[src/rtl/align_operands.sv]
// Alignment stage ahead of the FP adder: unpacks two IEEE754 singles, orders them by
// magnitude and right-shifts the smaller fraction by the exponent gap, keeping a sticky bit.
module align_operands #(
    parameter int SHIFT_STEP = 1
) (
    input  logic        clk,
    input  logic        rst_n,
    input  logic        inValid,
    output logic        inReady,
    input  logic [31:0] aIn,
    input  logic [31:0] bIn,
    output logic        outValid,
    input  logic        outReady,
    output logic [31:0] fracLargeOut,
    output logic [31:0] fracSmallOut,
    output logic [7:0]  exponentOut,
    output logic        signLargeOut,
    output logic        signSmallOut,
    output logic        opOut,
    output logic        stickyOut,
    output logic        swappedOut,
    output logic        specialOut
);

    typedef enum logic [1:0] {IDLE, SHIFT, DONE} state_t;

    localparam logic [4:0] STEP = 5'(SHIFT_STEP);

    state_t      state;
    logic [4:0]  remaining;

    logic [7:0]  exp_a, exp_b, exp_large, exp_small, exp_diff;
    logic [31:0] frac_a, frac_b;
    logic        a_larger, special;
    logic [4:0]  shift_n;
    logic [4:0]  step;
    logic [31:0] shift_mask;

    // Any gap of 25 or more already pushes every fraction bit into sticky.
    function automatic logic [4:0] sat_shift_count(input logic [7:0] diff);
        return (diff > 8'd25) ? 5'd25 : diff[4:0];
    endfunction

    always_comb begin
        exp_a     = (aIn[30:23] == 8'h00) ? 8'd1 : aIn[30:23];
        exp_b     = (bIn[30:23] == 8'h00) ? 8'd1 : bIn[30:23];
        frac_a    = {8'h00, |aIn[30:23], aIn[22:0]};
        frac_b    = {8'h00, |bIn[30:23], bIn[22:0]};
        a_larger  = (exp_a > exp_b) || ((exp_a == exp_b) && (frac_a >= frac_b));
        special   = (&aIn[30:23]) | (&bIn[30:23]);
        exp_large = a_larger ? exp_a : exp_b;
        exp_small = a_larger ? exp_b : exp_a;
        exp_diff  = exp_large - exp_small;
        shift_n   = special ? 5'd0 : sat_shift_count(exp_diff);
    end

    // Last SHIFT cycle may move fewer than SHIFT_STEP bits.
    always_comb begin
        step       = (remaining < STEP) ? remaining : STEP;
        shift_mask = (32'd1 << step) - 32'd1;
    end

    assign inReady = (state == IDLE);

    always_ff @(posedge clk or negedge rst_n) begin
        if (!rst_n) begin
            state        <= IDLE;
            remaining    <= 5'd0;
            outValid     <= 1'b0;
            fracLargeOut <= 32'd0;
            fracSmallOut <= 32'd0;
            exponentOut  <= 8'd0;
            signLargeOut <= 1'b0;
            signSmallOut <= 1'b0;
            opOut        <= 1'b0;
            stickyOut    <= 1'b0;
            swappedOut   <= 1'b0;
            specialOut   <= 1'b0;
        end else begin
            case (state)
                IDLE: begin
                    if (inValid) begin
                        fracLargeOut <= a_larger ? frac_a : frac_b;
                        fracSmallOut <= a_larger ? frac_b : frac_a;
                        exponentOut  <= exp_large;
                        signLargeOut <= a_larger ? aIn[31] : bIn[31];
                        signSmallOut <= a_larger ? bIn[31] : aIn[31];
                        opOut        <= aIn[31] ^ bIn[31];
                        stickyOut    <= 1'b0;
                        swappedOut   <= ~a_larger;
                        specialOut   <= special;
                        remaining    <= shift_n;
                        if (shift_n == 5'd0) begin
                            state    <= DONE;
                            outValid <= 1'b1;
                        end else begin
                            state    <= SHIFT;
                        end
                    end
                end
                SHIFT: begin
                    fracSmallOut <= fracSmallOut >> step;
                    stickyOut    <= stickyOut | (|(fracSmallOut & shift_mask));
                    remaining    <= remaining - step;
                    if (remaining == step) begin
                        state    <= DONE;
                        outValid <= 1'b1;
                    end
                end
                DONE: begin
                    if (outReady) begin
                        state    <= IDLE;
                        outValid <= 1'b0;
                    end
                end
                default: begin
                    state    <= IDLE;
                    outValid <= 1'b0;
                end
            endcase
        end
    end

endmodule

[config.mk]
export PLATFORM = sky130hd
export DESIGN_NAME = align_operands
export DESIGN_NICKNAME = d
export VERILOG_FILES = /design/src/rtl/align_operands.sv
export SDC_FILE = /design/constraint.sdc
export NUM_CORES = 1
export LEC_CHECK = 0
export ABC_CLOCK_PERIOD_IN_PS = 3230
export CORE_UTILIZATION = 49
export DETAILED_ROUTE_END_ITERATION = 16
export PLACE_DENSITY = 0.82
export SLEW_MARGIN = 15
export SYNTH_ARGS = -nofsm -noshare
export SYNTH_HDL_FRONTEND = slang
export SYNTH_SLANG_ARGS = --single-unit
[constraint.sdc]
create_clock -name clk -period 3.23 [get_ports clk]
set_clock_uncertainty 0.15 [all_clocks]
set_input_delay 0.646 -clock clk [delete_from_list [all_inputs] [get_ports clk]]
set_output_delay 0.646 -clock clk [all_outputs]
set_load 0.05 [all_outputs]
==> impl_metrics.json <==
{
  "synth_compound_area_frac": 0.256,
  "grt_pass1_vias": 6165,
  "total_leakage_power_nw": 3.83,
  "hold_viol": 0,
  "diodes": 0,
  "synthFlopType": "dfrtp_1",
  "avgSynthCellArea_sq_um": 7.78,
  "gp_congestion": 0.927,
  "yosysMostFrequentCell": "nor2_1",
  "rows": 37,
  "synth-seq-cells": 78,
  "maxCapViolations": 0,
  "violations": "negative setup slack",
  "grt_pass1_wl_mm": 30.3,
  "synth.top_cell.area_share": 0.366,
  "cts-root-buf": "clkbuf_8",
  "drive_gt1_frac": 0.255,
  "internal-power_mw": 3.18,
  "area_growth_pct": 58.9,
  "seqPwrFrac": 0.260,
  "io_pins": 148,
  "antenna_found_initial": 0,
  "critPathLaunchType": "primary input",
  "switching_share": 0.526,
  "synthTopCellsByCount": "nor2_1 (106), a21oi_1 (89), dfrtp_1 (78), nand2_1 (76), o21ai_0 (56)",
  "clock_latency_ns": 0.38,
  "final_util": 0.812,
  "grt_overflow_total": 0,
  "p_sw_mw": 3.53,
  "crit_type": "primary input to flop",
  "r2r_setup_slack_ns": 0.46,
  "synth_simple_gate_area_share": 0.209,
  "worst-slew-pin-transition_ns": 1.02,
  "critPathCaptureType": "flop",
  "path_clk_slew_ns": 0.10,
  "synth_cell_types": 69,
  "layout_worst_path_cycle_share": 1.50,
  "cts.sink_count": 78,
  "grt_setup_unrepaired": "true",
  "vias_per_cell": 6.16,
  "synth.largest_area_cell": "dfrtp_1",
  "timing.fmax_ghz": 0.207,
  "first_iter_violations": 780,
  "drt-wirelength-per-cell_um": 19.8,
  "run_status": "complete, but fails checks",
  "grt_max_degree": 79,
  "peakVddDrop_uv": 540,
  "antenna_left": 0,
  "relSlewSlack": 0.318,
  "initial_core_util": 0.511,
  "gr-usage-all-layers": 0.343,
  "synth_cells": 685,
  "required_ns": 3.36,
  "synth_xor_area_frac": 0.00493,
  "die_area_sq_mm": 0.0113,
  "fin_crit_ns": 4.84,
  "cts_tree": "built",
  "place_inst": 1030,
  "die_w_um": 106,
  "slew_viol_final": 0,
  "core_sq_mm": 0.0104,
  "yosysSeqAreaShare": 0.366,
  "timing.hold.ws_ns": 0.282,
  "synth.area.mux_share": 0.0103,
  "rr_endpoint": "outValid",
  "first_pass_iters": 8,
  "combPwrFrac": 0.628,
  "clk_path_buf_depth": 2,
  "finalNonFillerCells": 1072,
  "r2r_cells": 10,
  "setup_viol": 67,
  "setup_ws_ns": -1.61,
  "synth_fa_ha_area_frac": 0.0798,
  "yosys-top-cells-area": "dfrtp_1 (37%), a21oi_1 (8.4%), ha_1 (8.0%)",
  "portBuffers": 139,
  "cp.arrival_ns": 4.96,
  "vias": 6601,
  "cts_htree_levels": 3,
  "synth_top_family_by_area": "compound AO/OA/AOI/OAI gates",
  "routed_wl_mm": 21.2,
  "reg2reg_from": "remaining[1]",
  "p_per_area_mw_per_mm2": 793,
  "drcViolationCount": 0,
  "fillers": 619,
  "dp_hpwl_mm": 13.6,
  "async_flop_share": 1.00,
  "yosysWarnings": 0,
  "syn-cell-area_sq_mm": 0.00533,
  "final_nets": 1033,
  "fp.dieH_um": 106,
  "pwr-share-clk": 0.113,
  "hold_path_class": "primary input to asynchronous set/reset pin",
  "cts-buffers-inserted": 9,
  "cp_max_fo": 3,
  "power_mw": 6.71,
  "synth_edf_count": 0
}
[flip-flops by register name (all words and copies together) (netlist names)]
| name | cells |
|---|---|
| remaining | 5 |
| opOut | 1 |
| fracSmallOut | 32 |
| outValid | 1 |
| specialOut | 1 |
| exponentOut | 8 |
| state | 2 |
| stickyOut | 1 |
| signSmallOut | 1 |
| signLargeOut | 1 |
| fracLargeOut | 24 |
| swappedOut | 1 |
[worst max path at each step]
stage / from / end / slack [ns] / cells past startpoint
detailed placement: aIn[29] / state[0] / -2.22 / 19
finish: aIn[29] / state[0] / -1.61 / 22
global route: aIn[29] / state[0] / -1.79 / 22
floorplan: aIn[29] / state[0] / -1.85 / 22
global placement: aIn[29] / state[0] / -2.01 / 19
CTS: aIn[27] / state[0] / -1.48 / 20
[power by group through the flow]
stage / registers, mW / clock network [mW] / logic (mW)
final: 1.74 / 0.756 / 4.21
after global placement: 1.70 / 0 / 3.76
after detailed placement: 1.73 / 0 / 3.86
after CTS: 1.71 / 0.742 / 3.98
after floorplan: 2.90 / 0 / 1.31
after global routing: 1.79 / 0.788 / 4.43
[worst max-delay path, stage by stage]
cell      delay [ns]
buf_6           0.09
or4_4           0.53
nor4_4          0.26
buf_4           0.17
nand2b_4        0.06
ha_4            0.26
nand4_1         0.14
nor4_2          0.34
nand4_1         0.26
or2_4           0.33
a21oi_4         0.20
o21a_1          0.17
ha_2            0.17
inv_2           0.03
o211ai_1        0.11
buf_4           0.17
xor2_1          0.07
nor2_1          0.16
nand2_1         0.14
a221oi_4        0.30
nand3_2         0.14
a22o_1          0.21
[cells in the final DEF (no fill, tap or decap), drive strengths merged, types with 21 or more instances in the layout]
master and count:
dfrtp 78, nor2 106, nand2 76, ha 34
buf 143, o21ai 58, o22ai 21, a21oi 90
clkdlybuf4s50 130, inv 44
[layout make-up]
cell class / count / area (sq um) / area share
multi-input cells: 521 / 3380 / 0.400
clock inverters: 7 / 66.3 / 0.00784
inverters: 41 / 156 / 0.0185
well taps: 136 / 170 / 0.0201
flip-flops and latches: 78 / 1950 / 0.231
clock buffers: 9 / 124 / 0.0146
repair buffers: 280 / 2610 / 0.308
[repair_timing]
| action | 4_1_cts | 5_1_grt |
|---|---|---|
| cloned | 3 | 3 |
| endpoints found under the setup margin | 67 | 67 |
| hold buffers | 0 | 0 |
| buffers inserted | 9 | 12 |
| resized for setup | 57 | 47 |
| pin swaps | 23 | 46 |
| hold endpoints to repair | 0 | 0 |
[routing by layer]
metal,part of all wire,wire length [um],track usage
met5,0,0,0
met2,0.47,9970,0.569
met3,0.098,2070,0.0589
met4,0.058,1230,0.143
met1,0.37,7930,0.441
[cells by family after synthesis]
logic type,count (synthesis)
compound gates,223
simple gates,248
other cells,1
fa+ha+maj,34
mux,5
xor+xnor,3
buf+inv,93
flops,78
[per-stage QoR]
stage	setup slack [ns]	instance area (sq um)	setup TNS, ns
floorplan	-1.85	5490	-55.93
global placement	-2.01	7630	-105.46
detailed placement	-2.22	7630	-113.14
CTS	-1.48	8120	-41.34
global route	-1.79	8460	-67.42
finish	-1.61	8460	-57.93
(Power assumes the default switching activity.)
